`config.mk`:
```
export PLATFORM = sky130hd
export DESIGN_NAME = jpeg_bit_unpacker
export DESIGN_NICKNAME = d
export VERILOG_FILES = /design/src/rtl/jpeg_bit_unpacker.sv
export SDC_FILE = /design/constraint.sdc
export NUM_CORES = 1
export LEC_CHECK = 0
export CORE_AREA = 2 2 139 114
export DETAILED_ROUTE_END_ITERATION = 7
export DIE_AREA = 0 0 141 116
export DONT_BUFFER_PORTS = 1
export MAX_ROUTING_LAYER = met4
export PLACE_DENSITY = 0.57
export SYNTH_ARGS = -nofsm -noshare
export SYNTH_HDL_FRONTEND = slang
export SYNTH_SLANG_ARGS = --single-unit
```
`constraint.sdc`:
```
create_clock -name clk -period 9.3 [get_ports clk]
set_input_delay 1.395 -clock clk [delete_from_list [all_inputs] [get_ports clk]]
set_output_delay 1.395 -clock clk [all_outputs]
set_load 0.005 [all_outputs]
```
`src/rtl/jpeg_bit_unpacker.sv`:
```
// JPEG scan bitstream reader: removes 0xFF00 byte stuffing, stops on markers,
// and offers an MSB-aligned 16-bit window out of a 32-bit shift buffer.
module jpeg_bit_unpacker (
  input  logic        clk,
  input  logic        rst,
  input  logic        in_valid,
  input  logic [7:0]  in_data,
  output logic        in_ready,
  output logic [15:0] bits_window,
  output logic [5:0]  bits_avail,
  input  logic        consume,
  input  logic [4:0]  consume_len,
  input  logic        align,
  output logic        marker_valid,
  output logic [7:0]  marker_code,
  input  logic        marker_ack,
  output logic        err_underflow
);

  typedef enum logic [1:0] {
    S_DATA = 2'd0,
    S_FF   = 2'd1,
    S_MARK = 2'd2
  } state_t;

  state_t      state_r;
  logic [31:0] buf_r;
  logic [5:0]  cnt_r;
  logic        marker_valid_r;
  logic [7:0]  marker_code_r;
  logic        err_underflow_r;

  logic        accept_s;
  logic        cons_ok_s;
  logic [5:0]  cons_len_s;
  logic [31:0] buf_c_s;
  logic [5:0]  cnt_c_s;
  logic [5:0]  drop_s;
  logic [31:0] buf_a_s;
  logic [5:0]  cnt_a_s;
  logic        push_s;
  logic [7:0]  push_byte_s;
  logic [31:0] buf_n_s;
  logic [5:0]  cnt_n_s;

  // Readiness uses registered state only, so it never depends on this cycle's consume.
  assign in_ready = !rst && (state_r != S_MARK) && (cnt_r <= 6'd24);

  // Next buffer contents: consume first, then align, then append any accepted byte.
  always_comb begin
    accept_s   = in_valid && in_ready;
    cons_ok_s  = consume && ({1'b0, consume_len} <= cnt_r);
    cons_len_s = cons_ok_s ? {1'b0, consume_len} : 6'd0;
    buf_c_s    = buf_r << cons_len_s;
    cnt_c_s    = cnt_r - cons_len_s;
    if (align) begin
      drop_s = {3'd0, cnt_c_s[2:0]};
    end else begin
      drop_s = 6'd0;
    end
    buf_a_s     = buf_c_s << drop_s;
    cnt_a_s     = cnt_c_s - drop_s;
    push_s      = 1'b0;
    push_byte_s = 8'h00;
    if (accept_s) begin
      case (state_r)
        S_DATA: begin
          push_s      = (in_data != 8'hFF);
          push_byte_s = in_data;
        end
        S_FF: begin
          push_s      = (in_data == 8'h00);
          push_byte_s = 8'hFF;
        end
        default: begin
          push_s      = 1'b0;
          push_byte_s = 8'h00;
        end
      endcase
    end else begin
      push_s      = 1'b0;
      push_byte_s = 8'h00;
    end
    // Accept only happens at cnt <= 24, so the shifted byte always fits.
    if (push_s) begin
      buf_n_s = buf_a_s | ({push_byte_s, 24'h000000} >> cnt_a_s);
      cnt_n_s = cnt_a_s + 6'd8;
    end else begin
      buf_n_s = buf_a_s;
      cnt_n_s = cnt_a_s;
    end
  end

  // Buffer, count, sticky error and the stuffing/marker state machine.
  always_ff @(posedge clk or posedge rst) begin
    if (rst) begin
      state_r         <= S_DATA;
      buf_r           <= 32'h0000_0000;
      cnt_r           <= 6'd0;
      marker_valid_r  <= 1'b0;
      marker_code_r   <= 8'h00;
      err_underflow_r <= 1'b0;
    end else begin
      buf_r <= buf_n_s;
      cnt_r <= cnt_n_s;
      if (consume && !cons_ok_s) begin
        err_underflow_r <= 1'b1;
      end
      case (state_r)
        S_DATA: begin
          if (accept_s && (in_data == 8'hFF)) begin
            state_r <= S_FF;
          end
        end
        S_FF: begin
          if (accept_s) begin
            if (in_data == 8'h00) begin
              state_r <= S_DATA;
            end else if (in_data == 8'hFF) begin
              state_r <= S_FF;
            end else begin
              marker_code_r  <= in_data;
              marker_valid_r <= 1'b1;
              state_r        <= S_MARK;
            end
          end
        end
        S_MARK: begin
          if (marker_ack && marker_valid_r) begin
            marker_valid_r <= 1'b0;
            state_r        <= S_DATA;
          end
        end
        default: begin
          state_r <= S_DATA;
        end
      endcase
    end
  end

  assign bits_window   = buf_r[31:16];
  assign bits_avail    = cnt_r;
  assign marker_valid  = marker_valid_r;
  assign marker_code   = marker_code_r;
  assign err_underflow = err_underflow_r;

endmodule

```
==> key figures <==
Critical path
  – CP startpoint kind: input pin
  – R2R setup slack: 3.02 ns
  – CP endpoint kind: flip-flop
  – Worst EP required: 9.55 ns
  – Reg2Reg Depth: 22
  – WP data arrival: 7.01 ns
  – Critical path class: input pin to flip-flop
  – Worst-path fanout max: 52
  – Critical R2R Launch: bits_avail[1]$_DFF_PP0_
  – R2R Path End: buf_r[19]$_DFF_PP0_

Floorplan
  – Core ar.: 14900 µm²
  – Die Height: 116 µm
  – Die area: 16400 µm²
  – # rows: 40
  – Width of the chip: 141 µm
  – # IOs: 52
  – Initial Util: 0.447

Synth
  – Cell variety after synth: 89
  – Top FF cell, synth: dfrtp_1
  – Area leader, netlist: dfrtp_1
  – Post-synth ARST share: 1.00
  – Number of synthesized flops with an enable pin: 0
  – Post-Syn Area: 6640 µm²
  – Synth warn: 0
  – Seq/Total Area, Yosys: 0.188
  – Synth top area cells: dfrtp_1, nand2_1, mux2i_1, o21ai_0, a21oi_1
  – Share of the synthesized area in the top cell type: 0.188
  – Syn Inst Count: 919
  – Synthesis-stage register bit count: 50
  – Mean Syn Cell Area: 7.23 µm²
  – Syn_nets: 950

Global routing
  – First-pass GRT wire length: slightly below 50 mm
  – Total gr overflow: 0
  – Vias in the first global route: 7099
  – Total track usage: 0.409
  – Pin count of the biggest net entering global routing: 53
  – Initial antenna violation count: 0

STA
  – Tmin final: slightly below 7 ns
  – Slew margin rel.: 0.0975
  – Final Hold Vio Count: 0
  – Slew at the pin closest to its max-slew limit: 1.34 ns
  – FMAX: about 150 MHz
  – Fin Setup TNS: 0 ns
  – Setup violations, final: 0
  – Final Max Slew Viols: 0
  – Fin crit share: 0.727
  – RSZ-0062 raised after global routing: no
  – Final Skew: 0.00858 ns

Drt
  – Drt drc: 0
  – Routed wire per std cell: a little over 30 µm
  – 1st-pass router iterations: 6
  – DRT iter0 DRCs: around 1400
  – Routed wire length: between 30 and 40 mm
  – Via count: 7978
  – Vias per cell: 7.63
  – Post-DRT Antenna Nets: 0

Clock network
  – Post-CTS Hold Fix Bufs: 0
  – CTS tree: done
  – Clock sinks: 50
  – Worst-Skew Late Latency: 0.31 ns
  – Clk pin slew, worst setup/hold paths: 0.08 ns
  – TritonCTS buffer count: 5
  – Post-CTS sizing: 0
  – Post-CTS Setup Bufs: 0
  – H-Tree Depth: 2
  – CTS Buffer Depth: 2
  – Root Buffer: clkbuf_16

Place
  – Placed standard-cell area: 6520 µm²
  – PortBufs: 0
  – Final HPWL DP: 24.6 mm
  – RePlAce Congestion: 1.11

Worst hold path
  – Hold Startpoint: err_underflow$_DFFE_PP0P_
  – Worst hold path cell count: 1
  – HP Class: flip-flop to flip-flop
  – Hold Path Sink: err_underflow$_DFFE_PP0P_

Final layout
  – Layout cells sized above 1: 0.0724
  – Commonest non-fill, non-tap cells in the layout: nand2_1, nor2_1, o21ai_0
  – Fillers: around 1500
  – Finished Cell Area: 6680 µm²
  – Antenna Cells: 0
  – Area Growth Syn to Fin: 0.508%
  – Nets@finish: 886
  – Commonest non-fill, non-tap cell in the layout: nand2_1

Pwr
  – Pwr Density: 380 nW/µm²
  – P_leak: 0.00255 µW
  – VDD IR-drop max: 197 µV

Status
  – Status: finished clean

Job
  – Max Cap Viol: 0
synthesized netlist by cell type, types with 4 or more instances:
library cell	instances
and2_1	12
nand4b_1	4
buf_4	17
nor3_1	43
a2111oi_0	6
a22oi_1	18
a21o_1	8
inv_1	21
o211ai_1	22
a2bb2oi_1	4
o211a_1	5
nor2b_1	9
or3_1	12
o22a_1	5
a31oi_1	10
a211oi_1	29
nand3_1	30
o21a_1	12
or2_2	4
o22ai_1	12
a21oi_1	59
mux2_2	8
ha_1	11
xnor2_1	4
nand2_1	97
buf_6	6
o31ai_1	7
mux2i_1	34
nor4_1	15
a21boi_0	4
o21ai_0	67
nor2_1	75
nand4_1	12
dfrtp_1	50
o21ai_1	7
o221ai_1	11
o2111ai_1	10
buf_2	17
a211o_1	10
clkbuf_1	42
and3_1	16
report_power, final:
part / switching, µW / internal (µW)
Clock: 100 / 104
Sequential: 189 / 298
Combinational: 1260 / 593
Total: 1550 / 994
kinds of logic (layout without fill, tap and decap cells):
logic type / after synthesis / after routing / synth area share
other cells: 1 / 1 / 0.000564
xor+xnor: 6 / 6 / 0.00791
compound gates: 351 / 351 / 0.370
mux: 44 / 44 / 0.0716
buf+inv: 110 / 47 / 0.0851
fa+ha+maj: 12 / 12 / 0.0237
simple gates: 345 / 345 / 0.252
flops: 50 / 50 / 0.188
flip-flops by register name, summed over array words and instances (netlist names):
name and cells:
marker_code 8, bits_avail 6, err_underflow 1, marker_valid 1, buf_r 32, state_r 2
metal layers:
layer / up-vias / routed length, µm / GRT usage
met2: 671 / 12500 / 0.543
met5: - / 0 / -
met1: 3830 / 13900 / 0.577
li1: 3374 / - / -
met4: 0 / 1210 / 0.125
met3: 103 / 4790 / 0.144
metrics by stage:
step / hold slack (ns) / utilization / std cells / setup slack, ns / power, µW
finish: 0.500 / 0.449 / 1045 / 2.53 / 2540
floorplan: 0.430 / - / 919 / 3.78 / 1710
detailed placement: 0.492 / 0.439 / 1037 / 2.44 / 2220
global route: 0.533 / 0.449 / 1045 / 2.26 / 2640
global placement: 0.472 / 0.439 / 1037 / 2.53 / 2240
CTS: 0.496 / 0.449 / 1045 / 2.72 / 2430
area by class of cell:
cell class                      count  area, µm²  share of cell area
Clock inverter                      3       28.8             0.00431
Sequential cell                    50       1250               0.187
Tap cell                          189        236              0.0354
Timing Repair Buffer               16        120              0.0180
Inverter                           23       86.3              0.0129
Multi-Input combinational cell    759       4830               0.723
Clock buffer                        5        125              0.0187
worst max-delay path, stage by stage:
cell and delay [ns]:
ha_1 0.30, a21oi_1 0.20, and2_1 0.21, a211oi_4 0.07, buf_4 0.32, nor2_1 0.93, inv_1 0.33, fa_1 0.63
nor2b_1 0.22, inv_1 0.06, ha_1 0.19, nor2_1 0.14, xnor2_1 0.16, buf_4 0.24, clkinv_1 0.32, o21ai_0 0.55
a22oi_1 0.21, nor2_1 0.18, nor2_1 0.06, o211ai_1 0.12, o31a_1 0.16
worst max-delay path by stage:
stage / from / cells past startpoint / end / slack (ns)
after CTS: consume_len[4] / 21 / buf_r[19]$_DFF_PP0_ / 2.72
after global placement: consume_len[4] / 21 / buf_r[19]$_DFF_PP0_ / 2.53
after floorplan: consume_len[1] / 24 / buf_r[23]$_DFF_PP0_ / 3.78
after detailed placement: consume_len[4] / 21 / buf_r[19]$_DFF_PP0_ / 2.44
after global routing: consume_len[4] / 19 / buf_r[27]$_DFF_PP0_ / 2.26
final: consume_len[4] / 21 / buf_r[19]$_DFF_PP0_ / 2.53
(Power assumes the default switching activity.)
